[src/rtl/usb_fx3_pkg.sv]
// Shared FX3 slave-FIFO definitions: writer state encoding, thread
// addresses and strobe polarities.
package usb_fx3_pkg;

   typedef enum logic [1:0] {
      IDLE   = 2'd0,
      WRITE  = 2'd1,
      SETTLE = 2'd2
   } fx3_state_t;

   localparam logic [1:0] FIFO_ADDR_WR = 2'b00;
   localparam logic [1:0] FIFO_ADDR_RD = 2'b11;

   // FX3 control strobes are active-low
   localparam logic STROBE_ON  = 1'b0;
   localparam logic STROBE_OFF = 1'b1;

endpackage

[src/rtl/usb_burst_counter.sv]
// Words-per-burst counter; terminal flags that the next accepted word
// completes the burst.
module usb_burst_counter
   import usb_fx3_pkg::*;
#(
   parameter int unsigned MAX = 1024
) (
   input  logic clk,
   input  logic rst,
   input  logic inc,
   input  logic clr,
   output logic terminal
);

   localparam int unsigned CW = $clog2(MAX + 1);

   logic [CW-1:0] count;

   always_ff @(posedge clk or posedge rst) begin
      if (rst)
         count <= '0;
      else if (clr)
         count <= '0;
      else if (inc)
         count <= count + 1'b1;
   end

   assign terminal = (count == CW'(MAX - 1));

endmodule

[src/rtl/usb_stream_in_writer.sv]
// Streams upstream 32-bit words into an FX3 slave-FIFO write thread in
// bursts of at most BURST_LEN words, ending short packets with pktend.
module usb_stream_in_writer
   import usb_fx3_pkg::*;
#(
   parameter int unsigned BURST_LEN = 1024,
   parameter int unsigned FLAG_LAT  = 3
) (
   input  logic        clk,
   input  logic        rst,
   input  logic        s_valid,
   input  logic [31:0] s_data,
   input  logic        s_last,
   output logic        s_ready,
   input  logic        flag_a,
   output logic        slcs,
   output logic        slwr,
   output logic        slrd,
   output logic        sloe,
   output logic        pktend,
   output logic [1:0]  fifo_addr,
   output logic [31:0] usb_data,
   output logic        usb_data_oe,
   output logic        busy
);

   fx3_state_t state, state_nx;
   logic       hs;
   logic       term;
   logic       burst_end;
   logic       settle_done;
   logic [2:0] settle_cnt;

   assign slcs      = STROBE_ON;
   assign slrd      = STROBE_OFF;
   assign sloe      = STROBE_OFF;
   assign fifo_addr = FIFO_ADDR_WR;

   assign s_ready     = (state == WRITE);
   assign busy        = (state != IDLE);
   assign hs          = s_valid && s_ready;
   assign burst_end   = hs && (s_last || term);
   assign settle_done = (settle_cnt == 3'(FLAG_LAT - 1));

   usb_burst_counter #(
      .MAX (BURST_LEN)
   ) u_cnt (
      .clk      (clk),
      .rst      (rst),
      .inc      (hs),
      .clr      (burst_end),
      .terminal (term)
   );

   always_ff @(posedge clk or posedge rst) begin
      if (rst)
         state <= IDLE;
      else
         state <= state_nx;
   end

   // flag_a is only consulted from IDLE; a burst never overruns the buffer
   always_comb begin
      state_nx = state;
      case (state)
         IDLE:    if (flag_a && s_valid) state_nx = WRITE;
         WRITE:   if (burst_end)         state_nx = SETTLE;
         SETTLE:  if (settle_done)       state_nx = IDLE;
         default:                        state_nx = IDLE;
      endcase
   end

   always_ff @(posedge clk or posedge rst) begin
      if (rst)
         settle_cnt <= '0;
      else if (state != SETTLE)
         settle_cnt <= '0;
      else
         settle_cnt <= settle_cnt + 1'b1;
   end

   // pktend can only fall together with slwr, so no zero-length packets
   always_ff @(posedge clk or posedge rst) begin
      if (rst) begin
         slwr        <= STROBE_OFF;
         pktend      <= STROBE_OFF;
         usb_data    <= '0;
         usb_data_oe <= 1'b0;
      end else begin
         slwr   <= hs ? STROBE_ON : STROBE_OFF;
         pktend <= (hs && s_last) ? STROBE_ON : STROBE_OFF;
         if (hs)
            usb_data <= s_data;
         if (hs)
            usb_data_oe <= 1'b1;
         else if (state == SETTLE && settle_done)
            usb_data_oe <= 1'b0;
      end
   end

endmodule

[config.mk]
export PLATFORM = sky130hd
export DESIGN_NAME = usb_stream_in_writer
export DESIGN_NICKNAME = d
export VERILOG_FILES = /design/src/rtl/usb_fx3_pkg.sv /design/src/rtl/usb_burst_counter.sv /design/src/rtl/usb_stream_in_writer.sv
export SDC_FILE = /design/constraint.sdc
export NUM_CORES = 1
export LEC_CHECK = 0
export CAP_MARGIN = 40
export CORE_MARGIN = 3
export CORE_UTILIZATION = 45
export CTS_BUF_LIST = sky130_fd_sc_hd__clkbuf_4 sky130_fd_sc_hd__clkbuf_8 sky130_fd_sc_hd__clkbuf_16
export DETAILED_ROUTE_END_ITERATION = 10
export HOLD_SLACK_MARGIN = 0.02
export PLACE_DENSITY_LB_ADDON = 0.25
export SLEW_MARGIN = 20
export SYNTH_ARGS = -nofsm -noshare
export SYNTH_HDL_FRONTEND = slang
export SYNTH_SLANG_ARGS = --single-unit
[constraint.sdc]
create_clock -name clk -period 5.2 [get_ports clk]
set_clock_uncertainty 0.2 [all_clocks]
set_input_delay 1.04 -clock clk [delete_from_list [all_inputs] [get_ports clk]]
set_output_delay 1.04 -clock clk [all_outputs]
set_load 0.01 [all_outputs]
# Word level (Yosys, flattened, before mapping)
# Cells that the tools add are included.
# classes
reduce_logical	11
n_addsub	2
n_eq_ne	8
mux	11
# ops
operator	count
2-to-1 mux 11 bit	2
adder 11 x 1 -> 11 bit (second input constant)	1
equality test 11 x 10 -> 1 bit (second input constant)	1
2-to-1 mux 2 bit	3
!= test 2 bit (second input constant)	3
one-hot mux 2 bit (3 select lines)	1
nonzero test 2 bit	3
logical AND 1 bit	5
2-to-1 mux 1 bit	4
adder 3 x 1 -> 3 bit (second input constant)	1
equality test 3 x 2 -> 1 bit (second input constant)	1
2-to-1 mux 3 bit	1
AND reduction 3 bit	1
equality test 2 x 1 -> 1 bit (second input constant)	1
equality test 2 bit (second input constant)	1
zero test 2 bit	1
!= test 2 x 1 -> 1 bit (second input constant)	1
logical OR 1 bit	1
# totals
ff_bits	51
word_cells	39
out_inout_bits	42
in_bits	37

# Depth between registers and ports, before layout
# Gate-level depths: netlist of the first run.
# logic_depth
ltp_word	5
mapped_depth	7
mapped_depth_nobuf	6

# By module
# A second synthesis of the first run with hierarchy kept.
# hier_totals
hier_cells	164
hier_area_um2	2312.2
# by_module_without_submodules
module	seq_area_each_um2	area_each_um2	cells_each	n_inst
usb_stream_in_writer	1003.5	1750.4	108	1
usb_burst_counter	275.3	561.8	56	1

# Least setup slack after synthesis of the first run
# Ideal clock, no wire load.
# synth_timing
kind	in2reg
start	in s_valid
end	reg u_cnt.count[0]
n_path_buf	1
setup_ps	121
path_stages	5
arrival_time_ps	2054
t_required_ps	4879
setup_slack_ps	2825
path_cell_list	and3b_1 buf_4 inv_2 or4_4 a22o_1
# synth_via
elab_chain_cells	3
elab_cells_between_ends	4
cone_classes	1 x mux; 3 x reduce/logical
# synth_lines
item	line	source
start, declared	usb_stream_in_writer.sv:11	input logic s_valid,
logical AND 1 bit *	usb_stream_in_writer.sv:41	assign hs = s_valid && s_ready;
logical AND 1 bit	usb_stream_in_writer.sv:42	assign burst_end = hs && (s_last || term);
2-to-1 mux 11 bit / nonzero test 2 bit (equally long branches)	--	
end signal, assigned	usb_burst_counter.sv:25	count <= count + 1'b1;
end, declared	usb_burst_counter.sv:17	logic [CW-1:0] count;
# Every way passes the cells marked *; elsewhere a longest branch is shown, timed or not.
# A chain may end at the register's enable or synchronous reset.

# Worst setup path after layout of the first run
# layout_timing
start	in s_valid
end	reg u_cnt.count[6]
# The elaborated chain is that of the path after synthesis.

==> results.json, run 1 <==
{
  "crit_path_end": "u_cnt.count[6]$_DFFE_PP0P_",
  "chipWidth_um": 75.0,
  "period_needed_ns": 3.34,
  "grt.total_usage_pct": 16.9,
  "final_area_um2": 2990,
  "start_util_pct": 47.8,
  "syn_avg_cell_area_um2": 9.30,
  "cts_max_level": 2,
  "wirelength_um": 4540,
  "power_density_nw_per_um2": 490,
  "ir_drop_uv": 244,
  "final_nets": 341,
  "post-route-period-util_pct": 64.3,
  "clk_pin_slew_ns": 0.08,
  "crit_path_start": "s_valid",
  "place_hpwl_um": 3140,
  "antenna_found_initial": 0,
  "syn_to_final_growth_pct": 39.6,
  "combPwrFrac_pct": 40.9,
  "gp_congestion": 0.768,
  "worstPathRequired_ns": 5.19,
  "setup_tns_ns": 0,
  "drive_gt1_share_pct": 5.63,
  "p_sw_uw": 481,
  "wl_per_cell_um": 12.8,
  "cp.arrival_ns": 3.33,
  "cts.sinks": 51,
  "grt_pass1_wl_um": 7260,
  "yosysSeqAreaShare_pct": 59.8,
  "die_area_um2": 5620,
  "drt_iter0_drc": 63,
  "vias": 1714,
  "leakagePower_uw": 0.00145,
  "coreArea_um2": 4470,
  "placed_cell_area_um2": 2890,
  "worstRegToRegCells": 6,
  "maxCapViolations": 0,
  "clk_latency_ns": 0.30,
  "cp_max_fo": 41,
  "ys_ff_latch": 51,
  "path_class": "primary input to flip-flop",
  "cts-root-buf": "clkbuf_8",
  "yosys.cell_count.top_type": "nand2_1",
  "status": "finished clean",
  "synth-main-ff-cell": "dfrtp_1",
  "die_y_um": 75.0,
  "netlist_instances": 230,
  "regToRegSetupSlack_ns": 2.59,
  "boundaryPins": 79,
  "switching_share_pct": 32.9,
  "setup_viol": 0,
  "syn_area_um2": 2140,
  "viasPerCell": 4.84,
  "postCtsSetupRepairBufs": 0,
  "grt_overflow": 0,
  "critical_path.startpoint_type": "primary input",
  "port_buffers": 73,
  "synth_top_cell_by_area": "dfrtp_1",
  "r2r_end": "u_cnt.count[6]$_DFFE_PP0P_",
  "endpoint_kind": "flip-flop",
  "post_cts_resized": 0,
  "worstMarginPinSlew_ns": 0.630,
  "synth-async-reset-ratio_pct": 100,
  "r2r-start": "state[1]$_DFFE_PP0P_",
  "drt_first_pass_iters": 4,
  "yosysWarnings": 0,
  "drtAntennaViolNets": 0,
  "fmax_mhz": 299,
  "drv_slew": 0,
  "synth_top_area_share_pct": 57.3,
  "synth_common_cells": "nand2_1 (102), dfrtp_1 (49), nor2_1 (12)",
  "grt_max_degree": 42,
  "cts_tree": "yes",
  "pwr-share-seq_pct": 43.1,
  "p_int_uw": 982,
  "synth_edf_count": 0,
  "hold_violations": 0,
  "synthTopCellsByArea": "dfrtp_1 (57%), nand2_1 (18%), dfstp_2 (2.5%)",
  "drc": 0,
  "relSlewSlack_pct": 57.9,
  "clockBufferDepth": 2,
  "ys_types": 31,
  "p_clk_share_pct": 16.0,
  "antenna_cells": 0,
  "rows": 24,
  "cts-hold-fix-buffers": 0,
  "hp-class": "flip-flop to flip-flop",
  "numCtsBuffers": 5,
  "rsz0062_at_grt": "false",
  "first_global_vias": 1569
}
==> placed cells by master, fill, tap and decap left out, types with 2 or more instances in the layout <==
cell type | netlist | routed
nor3_1 | 3 | 3
clkbuf_8 | 0 | 6
xnor2_1 | 4 | 4
and4_1 | 3 | 3
a21oi_1 | 3 | 3
and3_1 | 2 | 2
nor2b_1 | 3 | 3
inv_1 | 3 | 2
xor2_1 | 5 | 5
inv_2 | 1 | 2
clkdlybuf4s50_1 | 0 | 73
nand4_1 | 4 | 4
conb_1 | 2 | 5
ha_1 | 3 | 3
dfstp_2 | 2 | 2
nand3b_1 | 2 | 2
nand2_1 | 102 | 102
dfrtp_1 | 49 | 49
nor2_1 | 12 | 12
nand3_1 | 4 | 4
==> how the worst min path moves through the flow <==
stage / start / endpoint / slack [ns] / cells past startpoint
finish: settle_cnt[0]$_DFF_PP0_ / settle_cnt[0]$_DFF_PP0_ / 0.26 / 1
global route: usb_data[19]$_DFFE_PP0N_ / usb_data[19]$_DFFE_PP0N_ / 0.29 / 2
CTS: settle_cnt[0]$_DFF_PP0_ / settle_cnt[0]$_DFF_PP0_ / 0.26 / 1
detailed placement: settle_cnt[0]$_DFF_PP0_ / settle_cnt[0]$_DFF_PP0_ / 0.25 / 1
global placement: settle_cnt[0]$_DFF_PP0_ / settle_cnt[0]$_DFF_PP0_ / 0.25 / 1
floorplan: settle_cnt[0]$_DFF_PP0_ / settle_cnt[0]$_DFF_PP0_ / 0.23 / 1
==> registers in the layout, indices dropped and copies added (netlist names) <==
| signal | flops |
|---|---|
| usb_data | 32 |
| u_cnt.count | 11 |
| settle_cnt | 3 |
| state | 2 |
| pktend | 1 |
| slwr | 1 |
| usb_data_oe | 1 |
==> critical path: stages <==
cell,delay [ns]
clkdlybuf4s50_1,0.49
and3b_1,0.16
buf_4,0.36
inv_2,0.37
or4_4,0.66
nand2_2,0.17
nor2_1,0.07
==> kinds of logic (layout without fill, tap and decap cells) <==
group / after synthesis / in the layout / share of synthesized area [%]
xor+xnor: 9 / 9 / 3.68
simple gates: 140 / 140 / 28.0
flops: 51 / 51 / 59.8
compound gates: 7 / 7 / 1.93
fa+ha+maj: 3 / 3 / 1.75
buf+inv: 18 / 87 / 4.50
other cells: 2 / 5 / 0.351
==> through the flow <==
step                      setup WS (ns)  power (uW)  instances  hold slack, ns  utilization, %
after floorplan                    2.73         906        233           0.232               -
after global placement             1.55        1230        345           0.251            64.2
after detailed placement           1.54        1240        346           0.249            64.7
after CTS                          1.86        1480        354           0.261            66.8
after global routing               1.70        1580        354           0.291            66.8
final                              1.86        1460        354           0.259            66.8
==> metal layers <==
| metal | global-route usage (%) | part of all wire (%) | vias up |
|---|---|---|---|
| met1 | 23.3 | 46 | 795 |
| met2 | 26.4 | 45 | 63 |
| met4 | 4.74 | 0.75 | 0 |
| li1 | - | - | 851 |
| met5 | 0 | 0 | - |
| met3 | 4.81 | 8.4 | 5 |
==> power by group through the flow <==
stage / combinational [uW] / sequential [uW] / clock, uW
floorplan: 216 / 690 / 0
global placement: 596 / 633 / 0
detailed placement: 605 / 639 / 0
CTS: 608 / 631 / 244
global route: 668 / 648 / 258
finish: 599 / 630 / 235
==> layout make-up <==
type / count / area, um2
Inverter: 4 / 15.0
Sequential cell: 51 / 1280
Clock buffer: 7 / 90.1
Multi-Input combinational cell: 164 / 776
Timing Repair Buffer: 75 / 758
Clock inverter: 1 / 5.00
Fill cell: 350 / 1490
Tap cell: 52 / 65.1
(Power assumes the default switching activity.)
==> run 2: changes to the inputs <==
--- a/config.mk
+++ b/config.mk
@@ -7,7 +7,7 @@
 export LEC_CHECK = 0
 export CAP_MARGIN = 40
 export CORE_MARGIN = 3
-export CORE_UTILIZATION = 45
+export CORE_UTILIZATION = 40
 export CTS_BUF_LIST = sky130_fd_sc_hd__clkbuf_4 sky130_fd_sc_hd__clkbuf_8 sky130_fd_sc_hd__clkbuf_16
 export DETAILED_ROUTE_END_ITERATION = 10
 export HOLD_SLACK_MARGIN = 0.02
==> constraint.sdc (replaced) <==
create_clock -name clk -period 2.95 [get_ports clk]
set_clock_uncertainty 0.2 [all_clocks]
set_input_delay 0.59 -clock clk [delete_from_list [all_inputs] [get_ports clk]]
set_output_delay 0.59 -clock clk [all_outputs]
set_load 0.01 [all_outputs]
==> results.json, run 2 (same netlist as run 1, synthesis figures left out) <==
{
  "place_hpwl_um": 3390,
  "cts-root-buf": "clkbuf_8",
  "vias": 1716,
  "grt.total_usage_pct": 15.6,
  "final_nets": 342,
  "grtUsageMet3_pct": 5.33,
  "rows": 25,
  "place_ws_ns": 0.381,
  "postCtsSetupRepairBufs": 0,
  "use_met2_pct": 24.7,
  "cts_max_level": 2,
  "setup_ws_ns": 0.627,
  "fillers": 437,
  "clk_latency_ns": 0.30,
  "drt_first_pass_iters": 4,
  "status": "finished clean",
  "path_class": "flip-flop to primary output",
  "coreArea_um2": 4940,
  "hold_ws_ns": 0.272,
  "cp.arrival_ns": 1.53,
  "hp-class": "flip-flop to flip-flop",
  "die_y_um": 79.1,
  "final_cell_mix": "nand2_1 (102), clkdlybuf4s50_1 (73), dfrtp_1 (49)",
  "gp_congestion": 0.736,
  "endpoint_kind": "primary output",
  "start_util_pct": 43.3,
  "grt_pass1_wl_um": 7790,
  "combPwrFrac_pct": 40.9,
  "top_usage_layer": "met2",
  "ir_drop_uv": 467,
  "first_global_vias": 1638,
  "p_clk_share_pct": 16.8,
  "numCtsBuffers": 5,
  "critical_path.startpoint_type": "flip-flop",
  "boundaryPins": 79,
  "cp_max_fo": 6,
  "wl_per_cell_um": 13.1,
  "hold_violations": 0,
  "port_buffers": 73,
  "leakagePower_uw": 0.00145,
  "top_regs": "usb_data: 32 flops, u_cnt.count: 11 flops, settle_cnt: 3 flops",
  "clockBufferDepth": 2,
  "fmax_mhz": 430,
  "drc": 0,
  "power_density_nw_per_um2": 869,
  "utilization_pct": 60.9,
  "finalPower_uw": 2620,
  "largest_register_ffs": 32,
  "final_common_cell": "nand2_1",
  "die_area_um2": 6260,
  "chipWidth_um": 79.1,
  "worstPathRequired_ns": 2.16,
  "cts_tree": "yes",
  "period_needed_ns": 2.32,
  "cts-hold-fix-buffers": 0,
  "drv_slew": 0,
  "worstMarginPinSlew_ns": 0.642,
  "drive_gt1_share_pct": 5.94,
  "drtAntennaViolNets": 0,
  "setup_tns_ns": 0,
  "grt_overflow": 0,
  "syn_to_final_growth_pct": 40.7,
  "antenna_found_initial": 0,
  "rsz0062_at_grt": "false",
  "clk_pin_slew_ns": 0.09,
  "cts.sinks": 51,
  "met1_usage_pct": 20.8,
  "switching_share_pct": 33.2,
  "relSlewSlack_pct": 57.2,
  "grt_max_degree": 52,
  "post-route-period-util_pct": 78.7,
  "p_sw_uw": 868,
  "viasPerCell": 4.64,
  "setup_viol": 0,
  "p_int_uw": 1750,
  "pwr-share-seq_pct": 42.3,
  "antenna_cells": 0,
  "wirelength_um": 4860,
  "regMostFlops": "usb_data",
  "maxCapViolations": 0,
  "post_cts_resized": 0,
  "drt_iter0_drc": 61
}
[run 2: per-layer routing]
layer / vias to the layer above / part of all wire (%)
met1: 793 / 46
met5: - / 0
met2: 59 / 45
met3: 8 / 7.6
met4: 0 / 1.1
li1: 856 / -
[run 2: worst max-delay path, stage by stage (launching register included)]
cell and delay, ns:
dfrtp_1 0.45, or2_2 0.30, clkdlybuf4s50_1 0.48
[run 2: power groups by stage]
stage,registers [uW],logic [uW],clock network [uW]
after global routing,1140,1180,481
after CTS,1110,1090,454
final,1110,1070,440
after global placement,1120,1070,0
after floorplan,1220,381,0
after detailed placement,1120,1080,0
[run 2: area by class of cell]
type	instances	area (um2)	area share (%)
well taps	67	83.8	2.78
inverters	4	15.0	0.499
clock buffers	7	96.3	3.20
flip-flops and latches	51	1280	42.5
clock inverters	1	7.51	0.249
multi-input cells	164	776	25.8
repair buffers	76	753	25.0
[run 2: metrics by stage]
| stage | cells | instance area [um2] |
|---|---|---|
| CTS | 370 | 3010 |
| floorplan | 233 | 2150 |
| detailed placement | 362 | 2910 |
| global route | 370 | 3010 |
| finish | 370 | 3010 |
| global placement | 362 | 2910 |
[run 2: final timing paths]
kind | slack (ns) | startpoint | end | cells past startpoint
hold reg to reg | 0.27 | settle_cnt[0]$_DFF_PP0_ | settle_cnt[0]$_DFF_PP0_ | 1
setup reg to reg | 0.98 | state[1]$_DFFE_PP0P_ | u_cnt.count[6]$_DFFE_PP0P_ | 5
hold / removal | 0.27 | settle_cnt[0]$_DFF_PP0_ | settle_cnt[0]$_DFF_PP0_ | 1
max in group asynchronous | 1.54 | rst | usb_data[17]$_DFFE_PP0N_ | 3
min in group asynchronous | 0.58 | rst | usb_data[29]$_DFFE_PP0N_ | 3
setup / recovery | 0.63 | state[1]$_DFFE_PP0P_ | busy | 2
